`src/rtl/lc3_int_ctrl.sv`:
```
// ---------------------------------------------------------------------------
// lc3_int_ctrl
//
// Programmable interrupt controller for the LC3 core. Rising edges on the
// device interrupt lines are latched into a pending register, the pending and
// enabled sources are arbitrated by a per-source 3-bit priority, and the
// winner is presented to the control FSM when its priority beats the current
// PSR priority. The FSM's acknowledge clears the winner's pending bit.
//
// Parameters:
//   N_SRC     number of interrupt sources (1..6)
//   VEC_BASE  vector of source 0; source i is presented as VEC_BASE+i (mod 256)
//
// Ports:
//   clk           system clock, all state updates on the rising edge
//   rst_n         asynchronous active-low reset
//   irq_req       device interrupt lines, rising-edge triggered
//   psr_priority  current PSR[10:8] from the CPU
//   int_ack       one-cycle pulse from the FSM when it takes the interrupt
//   cfg_we        configuration write strobe
//   cfg_addr      configuration register select
//                   0           enable mask (R/W)
//                   1           pending (read; write-1-to-clear)
//                   2..N_SRC+1  priority of source addr-2 in bits [2:0] (R/W)
//                   others      read as 0, writes ignored
//   cfg_wdata     configuration write data
//   cfg_rdata     configuration read data, registered (one cycle after addr)
//   INT           interrupt request to the FSM
//   INT_Priority  priority of the presented interrupt
//   int_vector    vector of the presented interrupt
//
// Build option:
//   LC3_INT_SYNC_EN  when defined, irq_req passes through a 2-flop
//                    synchronizer before edge detection (INT latency grows
//                    from 2 to 4 clocks). When undefined the lines must
//                    already be synchronous to clk.
// ---------------------------------------------------------------------------
module lc3_int_ctrl #(
    parameter int         N_SRC    = 4,
    parameter logic [7:0] VEC_BASE = 8'h80
) (
    input  logic             clk,
    input  logic             rst_n,
    input  logic [N_SRC-1:0] irq_req,
    input  logic [2:0]       psr_priority,
    input  logic             int_ack,
    input  logic             cfg_we,
    input  logic [2:0]       cfg_addr,
    input  logic [15:0]      cfg_wdata,
    output logic [15:0]      cfg_rdata,
    output logic             INT,
    output logic [2:0]       INT_Priority,
    output logic [7:0]       int_vector
);

    // Source indices fit in 3 bits for up to 6 sources.
    localparam int IDX_W = 3;

    typedef enum logic [1:0] {
        ST_IDLE,
        ST_REQ,
        ST_ACK
    } state_t;

    // Internal state
    logic [N_SRC-1:0] irqIn;
    logic [N_SRC-1:0] irqPrev_q;
    logic [N_SRC-1:0] irqEdge;
    logic [N_SRC-1:0] pending_q;
    logic [N_SRC-1:0] pending_d;
    logic [N_SRC-1:0] enable_q;
    logic [N_SRC-1:0] enable_d;
    logic [2:0]       prio_q [N_SRC];

    state_t           state_q;
    logic [IDX_W-1:0] winIdx_q;
    logic             int_q;
    logic [2:0]       intPrio_q;
    logic [7:0]       intVec_q;
    logic [15:0]      cfgRdata_q;
    logic [15:0]      cfgRdata_d;

    // Decoded control
    logic             wrEnable;
    logic             wrPending;
    logic [N_SRC-1:0] winMask;
    logic [N_SRC-1:0] ackClr;
    logic [N_SRC-1:0] w1cClr;
    logic [N_SRC-1:0] eligible;
    logic             anyElig;
    logic [IDX_W-1:0] arbIdx;
    logic [2:0]       arbPrio;
    logic             withdraw;

    // Only the low bits of the write data are ever stored.
    logic             unusedWdata;
    assign unusedWdata = ^cfg_wdata;

`ifdef LC3_INT_SYNC_EN
    // Two-flop synchronizer for asynchronous device lines. Resetting to 0
    // means a line already high at reset release still produces an edge.
    logic [N_SRC-1:0] sync1_q;
    logic [N_SRC-1:0] sync2_q;

    always_ff @(posedge clk or negedge rst_n) begin
        if (!rst_n) begin
            sync1_q <= '0;
            sync2_q <= '0;
        end else begin
            sync1_q <= irq_req;
            sync2_q <= sync1_q;
        end
    end

    assign irqIn = sync2_q;
`else
    assign irqIn = irq_req;
`endif

    // Edge history resets to 0 so that a line held high through reset
    // counts as a fresh rising edge on the first clock.
    always_ff @(posedge clk or negedge rst_n) begin
        if (!rst_n) begin
            irqPrev_q <= '0;
        end else begin
            irqPrev_q <= irqIn;
        end
    end

    assign irqEdge   = irqIn & ~irqPrev_q;
    assign wrEnable  = cfg_we && (cfg_addr == 3'd0);
    assign wrPending = cfg_we && (cfg_addr == 3'd1);

    // One-hot view of the frozen winner, used for clearing and withdrawal.
    always_comb begin
        winMask = '0;
        for (int i = 0; i < N_SRC; i++) begin
            winMask[i] = (winIdx_q == IDX_W'(i));
        end
    end

    // Clears only ever come from an ack in REQ or a W1C write. New edges are
    // OR-ed in afterwards so a set always beats a simultaneous clear.
    assign ackClr    = ((state_q == ST_REQ) && int_ack) ? winMask : '0;
    assign w1cClr    = wrPending ? cfg_wdata[N_SRC-1:0] : '0;
    assign pending_d = (pending_q & ~(ackClr | w1cClr)) | irqEdge;
    assign enable_d  = wrEnable ? cfg_wdata[N_SRC-1:0] : enable_q;

    always_ff @(posedge clk or negedge rst_n) begin
        if (!rst_n) begin
            pending_q <= '0;
            enable_q  <= '0;
        end else begin
            pending_q <= pending_d;
            enable_q  <= enable_d;
        end
    end

    // Priority registers. A write during REQ does not disturb the presented
    // interrupt because its priority was captured into intPrio_q.
    always_ff @(posedge clk or negedge rst_n) begin
        if (!rst_n) begin
            for (int i = 0; i < N_SRC; i++) begin
                prio_q[i] <= '0;
            end
        end else begin
            for (int i = 0; i < N_SRC; i++) begin
                if (cfg_we && (cfg_addr == 3'(i + 2))) begin
                    prio_q[i] <= cfg_wdata[2:0];
                end
            end
        end
    end

    // Eligibility: pending, enabled and strictly above the PSR priority,
    // so a source programmed with priority 0 can never interrupt.
    always_comb begin
        eligible = '0;
        for (int i = 0; i < N_SRC; i++) begin
            eligible[i] = pending_q[i] & enable_q[i] & (prio_q[i] > psr_priority);
        end
    end

    // Arbitration scans upward and only replaces the candidate on a strictly
    // higher priority, which gives ties to the lowest index.
    always_comb begin
        anyElig = 1'b0;
        arbIdx  = '0;
        arbPrio = '0;
        for (int i = 0; i < N_SRC; i++) begin
            if (eligible[i] && (!anyElig || (prio_q[i] > arbPrio))) begin
                anyElig = 1'b1;
                arbIdx  = IDX_W'(i);
                arbPrio = prio_q[i];
            end
        end
    end

    // The request is withdrawn when a config write removes the winner's
    // enable or pending bit. Looking at next-state values means a W1C that
    // coincides with a new edge on the winner does not withdraw it.
    assign withdraw = |(winMask & ~(enable_d & pending_d));

    // Request FSM with registered outputs. The winner is frozen in REQ; the
    // ACK state inserts the mandatory low cycle before re-arbitration in IDLE.
    always_ff @(posedge clk or negedge rst_n) begin
        if (!rst_n) begin
            state_q   <= ST_IDLE;
            winIdx_q  <= '0;
            int_q     <= 1'b0;
            intPrio_q <= '0;
            intVec_q  <= '0;
        end else begin
            unique case (state_q)
                ST_IDLE: begin
                    if (anyElig) begin
                        state_q   <= ST_REQ;
                        winIdx_q  <= arbIdx;
                        int_q     <= 1'b1;
                        intPrio_q <= arbPrio;
                        intVec_q  <= VEC_BASE + 8'(arbIdx);
                    end
                end
                ST_REQ: begin
                    if (int_ack) begin
                        state_q <= ST_ACK;
                        int_q   <= 1'b0;
                    end else if (withdraw) begin
                        state_q <= ST_IDLE;
                        int_q   <= 1'b0;
                    end
                end
                ST_ACK: begin
                    state_q <= ST_IDLE;
                    int_q   <= 1'b0;
                end
                default: begin
                    state_q <= ST_IDLE;
                    int_q   <= 1'b0;
                end
            endcase
        end
    end

    // Configuration read mux; unmapped addresses return 0.
    always_comb begin
        cfgRdata_d = '0;
        if (cfg_addr == 3'd0) begin
            cfgRdata_d[N_SRC-1:0] = enable_q;
        end else if (cfg_addr == 3'd1) begin
            cfgRdata_d[N_SRC-1:0] = pending_q;
        end
        for (int i = 0; i < N_SRC; i++) begin
            if (cfg_addr == 3'(i + 2)) begin
                cfgRdata_d[2:0] = prio_q[i];
            end
        end
    end

    // Read data is registered every cycle, so it trails the address by one.
    always_ff @(posedge clk or negedge rst_n) begin
        if (!rst_n) begin
            cfgRdata_q <= '0;
        end else begin
            cfgRdata_q <= cfgRdata_d;
        end
    end

    assign cfg_rdata    = cfgRdata_q;
    assign INT          = int_q;
    assign INT_Priority = intPrio_q;
    assign int_vector   = intVec_q;

endmodule
```
`config.mk`:
```
export PLATFORM = sky130hd
export DESIGN_NAME = lc3_int_ctrl
export DESIGN_NICKNAME = d
export VERILOG_FILES = /design/src/rtl/lc3_int_ctrl.sv
export SDC_FILE = /design/constraint.sdc
export NUM_CORES = 1
export LEC_CHECK = 0
export BUFFER_PORTS_ARGS = -buffer_cell sky130_fd_sc_hd__buf_2
export CELL_PAD_IN_SITES_DETAIL_PLACEMENT = 1
export CELL_PAD_IN_SITES_GLOBAL_PLACEMENT = 2
export CORE_MARGIN = 2
export CORE_UTILIZATION = 33
export CTS_CLUSTER_SIZE = 10
export DETAILED_ROUTE_END_ITERATION = 8
export PLACE_DENSITY = 0.8
export REMOVE_ABC_BUFFERS = 1
export SYNTH_ARGS = -nofsm -noshare
export SYNTH_HDL_FRONTEND = slang
export SYNTH_SLANG_ARGS = --single-unit
export TNS_END_PERCENT = 10
```
`constraint.sdc`:
```
create_clock -name clk -period 5.7 [get_ports clk]
set_input_delay 0.57 -clock clk [delete_from_list [all_inputs] [get_ports clk]]
set_output_delay 0.57 -clock clk [all_outputs]
set_load 0.05 [all_outputs]
```
# Word level (Yosys, flattened, before mapping)
# Index checks and enable logic that the tools add are counted.
# totals
ff_bits,45
# classes
order_cmp,7
bitwise_logic,17
muxes,28
addsub,1
reduce_logical,22
n_eq_ne,11
# op_table
operator,count
3-bit two-way mux,10
3-bit > comparator,7
4-bit two-way mux,5
4-bit bitwise AND,4
3-bit by 2-bit equality test with 1-bit output (second input constant),4
4-bit inverter,3
1-bit logical AND,10
8-bit by 3-bit adder with 8-bit output (first input constant),1
1-bit bitwise AND,8
1-bit two-way mux,8
4-bit bitwise OR,2
3-bit by 1-bit equality test with 1-bit output (second input constant),2
3-bit equality test (second input constant),2
3-bit logical NOT,2
2-bit two-way mux,3
2-bit case mux with 2 select lines,1
2-bit AND reduction,2
4-bit OR reduction,1
1-bit logical NOT,3
1-bit logical OR,3
3-bit inequality test (second input constant),1
2-bit by 1-bit equality test with 1-bit output (second input constant),1
2-bit logical NOT,1
2-bit inequality test (second input constant),1
1-bit case mux with 2 select lines,1

# Logic depth before layout (Yosys ltp)
# depth
depth_word,17
ltp_mapped,25
ltp_nobuf,25

# Worst setup path after synthesis
# No wires, ideal clock.
# synth_timing
kind,input to register
startpoint,input psr_priority[1]
endpoint,register intPrio_q[0] (netlist: INT_Priority[0])
slack_ns,0.793
t_arrival_ns,4.820
cell_stages,24
setup_ns,0.087
n_path_buf,0
cell_sequence,inv_1 -> ha_1 -> nor2b_4 -> o311a_4 -> nand3_1 -> ha_1 -> nor2b_1 -> o21a_1 -> o21ai_0 -> a21oi_1 -> nor2_1 -> ha_1 -> nor2b_1 -> o21ai_0 -> a32oi_1 -> o21a_1 -> o31ai_1 -> ha_1 -> nor2b_1 -> o21a_1 -> o21ai_0 -> o31ai_2 -> a21o_1 -> o211ai_1
# synth_via
elab_chain_len,16
# synth_rtl
element,line,rtl
from (decl),45,"input logic [2:0] psr_priority,"
3-bit > comparator,180,eligible[i] = pending_q[i] & enable_q[i] & (prio_q[i] > psr_priority);
1-bit bitwise AND,180,
3-bit two-way mux / 1-bit two-way mux (equally long branches),191,if (eligible[i] && (!anyElig || (prio_q[i] > arbPrio))) begin
3-bit > comparator / 1-bit logical NOT (equally long branches),191,
1-bit logical OR,191,
1-bit logical AND,191,
3-bit two-way mux / 1-bit two-way mux (equally long branches),191,
3-bit > comparator / 1-bit logical NOT (equally long branches),191,
1-bit logical OR,191,
1-bit logical AND,191,
3-bit two-way mux / 1-bit two-way mux (equally long branches),191,
3-bit > comparator / 1-bit logical NOT (equally long branches),191,
1-bit logical OR,191,
1-bit logical AND,191,
1-bit two-way mux,191,
2-bit AND reduction (no source line),-,
to (signal assigned),220,intPrio_q <= arbPrio;
to (decl),78,logic [2:0] intPrio_q;
# Parallel ways exist; a longest one is shown, timed or not.
# A chain may end at the register's enable or synchronous reset.

# Worst setup path after layout
# layout_timing
startpoint,register prio_q[10] (netlist bit)
endpoint,register intPrio_q[1] (netlist: INT_Priority[1])
# layout_via
elab_chain_len,16
# layout_rtl
element,line,rtl
from (decl),73,logic [2:0] prio_q [N_SRC];
"from (signal, indexed assignment)",169,prio_q[i] <= cfg_wdata[2:0];
3-bit > comparator,180,
1-bit bitwise AND,180,
3-bit two-way mux / 1-bit two-way mux (equally long branches),191,
3-bit > comparator / 1-bit logical NOT (equally long branches),191,
1-bit logical OR,191,
1-bit logical AND,191,
3-bit two-way mux / 1-bit two-way mux (equally long branches),191,
3-bit > comparator / 1-bit logical NOT (equally long branches),191,
1-bit logical OR,191,
1-bit logical AND,191,
3-bit two-way mux / 1-bit two-way mux (equally long branches),191,
3-bit > comparator / 1-bit logical NOT (equally long branches),191,
1-bit logical OR,191,
1-bit logical AND,191,
1-bit two-way mux,191,
2-bit AND reduction (no source line),-,
# Parallel ways exist; a longest one is shown, timed or not.

==> flow_summary.toml <==
[place]
numPlacedInstances = 373
gp_congestion = 0.819
hpwl_um = 5050
portBuffers = 28

[detailed_routing]
wl_per_cell_um = 17.1
ant_nets = 0
drc_errors = 0
vias = 1950
drt_pass1_iterations = 4
first_iter_violations = 75
wl_um = 6520
detail_route.vias_per_cell = 5.12

[layout]
final_common_cell = "dfrtp_1"
layout_common_cells = "36 x dfrtp_1, 28 x buf_2, 23 x nand2_1"
register_area_um2 = 901
multiInputGateArea_um2 = 1420
syn_to_final_growth_pct = 11.6
nets = 332
diodes = 0
num-fill-cells = 866
final_cell_count_no_fill = 381
drive_gt1_frac = 0.238

[yosys]
yosysUniqueCellTypes = 47
synth.avg_cell_area_um2 = 9.99
synth-seq-area-share = 0.362
ys_warn_count = 0
async_flop_share = 1.00
synth_edf_count = 0
synth-seq-cells = 36
ys.flop_type = "dfrtp_1"
syn_inst = 249
syn-cell-area_um2 = 2490

[global_routing]
grt_pass1_wl_um = 10900
grtUsageTotal = 0.165
antenna_found_initial = 0
grt_remaining_overflow = 0
grt_pass1_vias = 2137
grt_max_degree = 37

[clocking]
cts_resized = 0
cts_max_level = 2
post-cts-setup-buffers = 0
cts_root_buffer = "clkbuf_8"
numCtsBuffers = 5
clock-sinks = 36
cts_tree = "built"
cts_buffer_depth = 2
postCtsHoldBufs = 0
clkTransAtPathRegs_ns = 0.08
clk_latency_ns = 0.29

[sta]
slew_viol_final = 0
rsz0062_at_grt = "no"
max_freq_mhz = 192
final-hold-violation-count = 0
setup_viol = 0
fin_crit_ns = 5.21
finalCritPeriodShare = 0.914
relSlewSlack = 0.350
worstMarginPinSlew_ns = 0.967
finClkSkew_ns = 0.00590
finalSetupTns_ns = 0

[worst_setup_path]
cp-end-kind = "flip-flop"
cp.required_ns = 5.91
critPathLaunchType = "flip-flop"
crit_type = "flip-flop to flip-flop"
crit_fanout = 5
arrival_ns = 5.42

[die]
chipWidth_um = 90.8
rows = 31
start_util = 0.341
fp.dieH_um = 90.8
ioPinCount = 58
die-area_um2 = 8250
design.core.area_um2 = 7290

[power]
p_leak_nw = 1.26
ir_drop_v = 0.000229
p_total_mw = 1.14
p_per_area_nw_per_um2 = 411

[hold_path]
min_path_type = "input port to asynchronous set/reset pin"

[run_status]
status = "complete, no violations"

[flow_run]
maxCapViolations = 0
final cells by class:
type	count	area share
tap	99	0.0446
sequential	36	0.324
inverter	17	0.0230
clock inverter	2	0.00495
clock buffer	6	0.0297
timing repair buffer	32	0.0613
multi-input combinational	189	0.512
worst paths after layout:
kind	depth (start not counted)	slack [ns]	start	end
max	24	0.49	prio_q[10]$_DFFE_PN0P_	INT_Priority[1]$_DFFE_PN0P_
min	1	0.37	rst_n	INT_Priority[0]$_DFFE_PN0P_
max reg2reg	24	0.49	prio_q[10]$_DFFE_PN0P_	INT_Priority[1]$_DFFE_PN0P_
min reg2reg	1	0.45	irqPrev_q[2]$_DFF_PN0_	pending_q[2]$_DFF_PN0_
max in group asynchronous	1	4.81	rst_n	prio_q[8]$_DFFE_PN0P_
min in group clk	1	0.39	irq_req[3]	irqPrev_q[3]$_DFF_PN0_
cell families after synthesis:
logic type               synth area share
buffers and inverters              0.0905
other                             0.00151
AND/OR/NAND/NOR                     0.173
flip-flops                          0.362
AO/OA/AOI/OAI                       0.169
adder cells (fa/ha/maj)             0.106
multiplexers                       0.0975
report_power, final:
group	internal [mW]	leakage, nW	switching (mW)	total, mW
registers	0.314	0.427	0.0752	0.389
clock network	0.0989	0.0516	0.0999	0.199
logic	0.206	0.786	0.349	0.555
cells in the mapped netlist, types with 3 or more instances:
library cell | number | area share
a21oi_1 | 6 | 0.012
a31oi_1 | 5 | 0.013
buf_4 | 17 | 0.051
dfrtp_1 | 36 | 0.36
ha_1 | 21 | 0.11
inv_1 | 17 | 0.026
mux2_2 | 12 | 0.054
mux2i_1 | 4 | 0.016
mux4_2 | 3 | 0.027
nand2_1 | 23 | 0.035
nand2b_1 | 5 | 0.013
nand3_1 | 12 | 0.024
nand4_1 | 3 | 0.0075
nor2_1 | 8 | 0.012
nor2b_1 | 7 | 0.018
nor3_1 | 6 | 0.012
o211ai_1 | 7 | 0.021
o21a_1 | 4 | 0.012
o21ai_0 | 13 | 0.026
o22ai_1 | 3 | 0.0075
o31ai_1 | 3 | 0.0090
metal layers:
layer	up-vias	GRT usage	wire length [um]
met4	0	0.0492	91
met1	945	0.207	3020
met3	8	0.0301	273
met5	-	0	0
met2	54	0.290	3130
li1	943	-	-
sequential cells by signal (all words and copies together) (netlist names):
| name | count |
|---|---|
| cfg_rdata | 4 |
| INT_Priority | 3 |
| state_q | 1 |
| irqPrev_q | 4 |
| INT | 1 |
| enable_q | 4 |
| winIdx_q | 1 |
| prio_q | 12 |
| pending_q | 4 |
| int_vector | 2 |
worst max-delay path: stages, from the launching register on:
cell and delay (ns):
dfrtp_1 0.42, ha_1 0.30, nor2b_4 0.13, o311a_4 0.33, nand3_1 0.14, ha_1 0.26
nor2b_1 0.14, o21a_1 0.18, o21ai_0 0.17, buf_4 0.16, a21oi_1 0.08, nor2_1 0.14
ha_1 0.25, nor2b_1 0.14, o21ai_0 0.17, a32oi_1 0.15, o21a_1 0.25, o31ai_1 0.35
ha_1 0.31, nor2b_1 0.13, o21a_1 0.16, o21ai_0 0.21, o31ai_2 0.15, a21o_1 0.24
o211ai_1 0.16
metrics by stage:
step	cell area, um^2	hold WS, ns	worst slack (ns)	util
CTS	2780	0.383	0.479	0.381
detailed placement	2680	0.447	0.215	0.368
global placement	2680	0.438	0.351	0.368
global route	2780	0.386	0.102	0.381
finish	2780	0.372	0.488	0.381
floorplan	2390	0.274	0.793	-
Note: power is estimated with default switching activity, not from simulation.
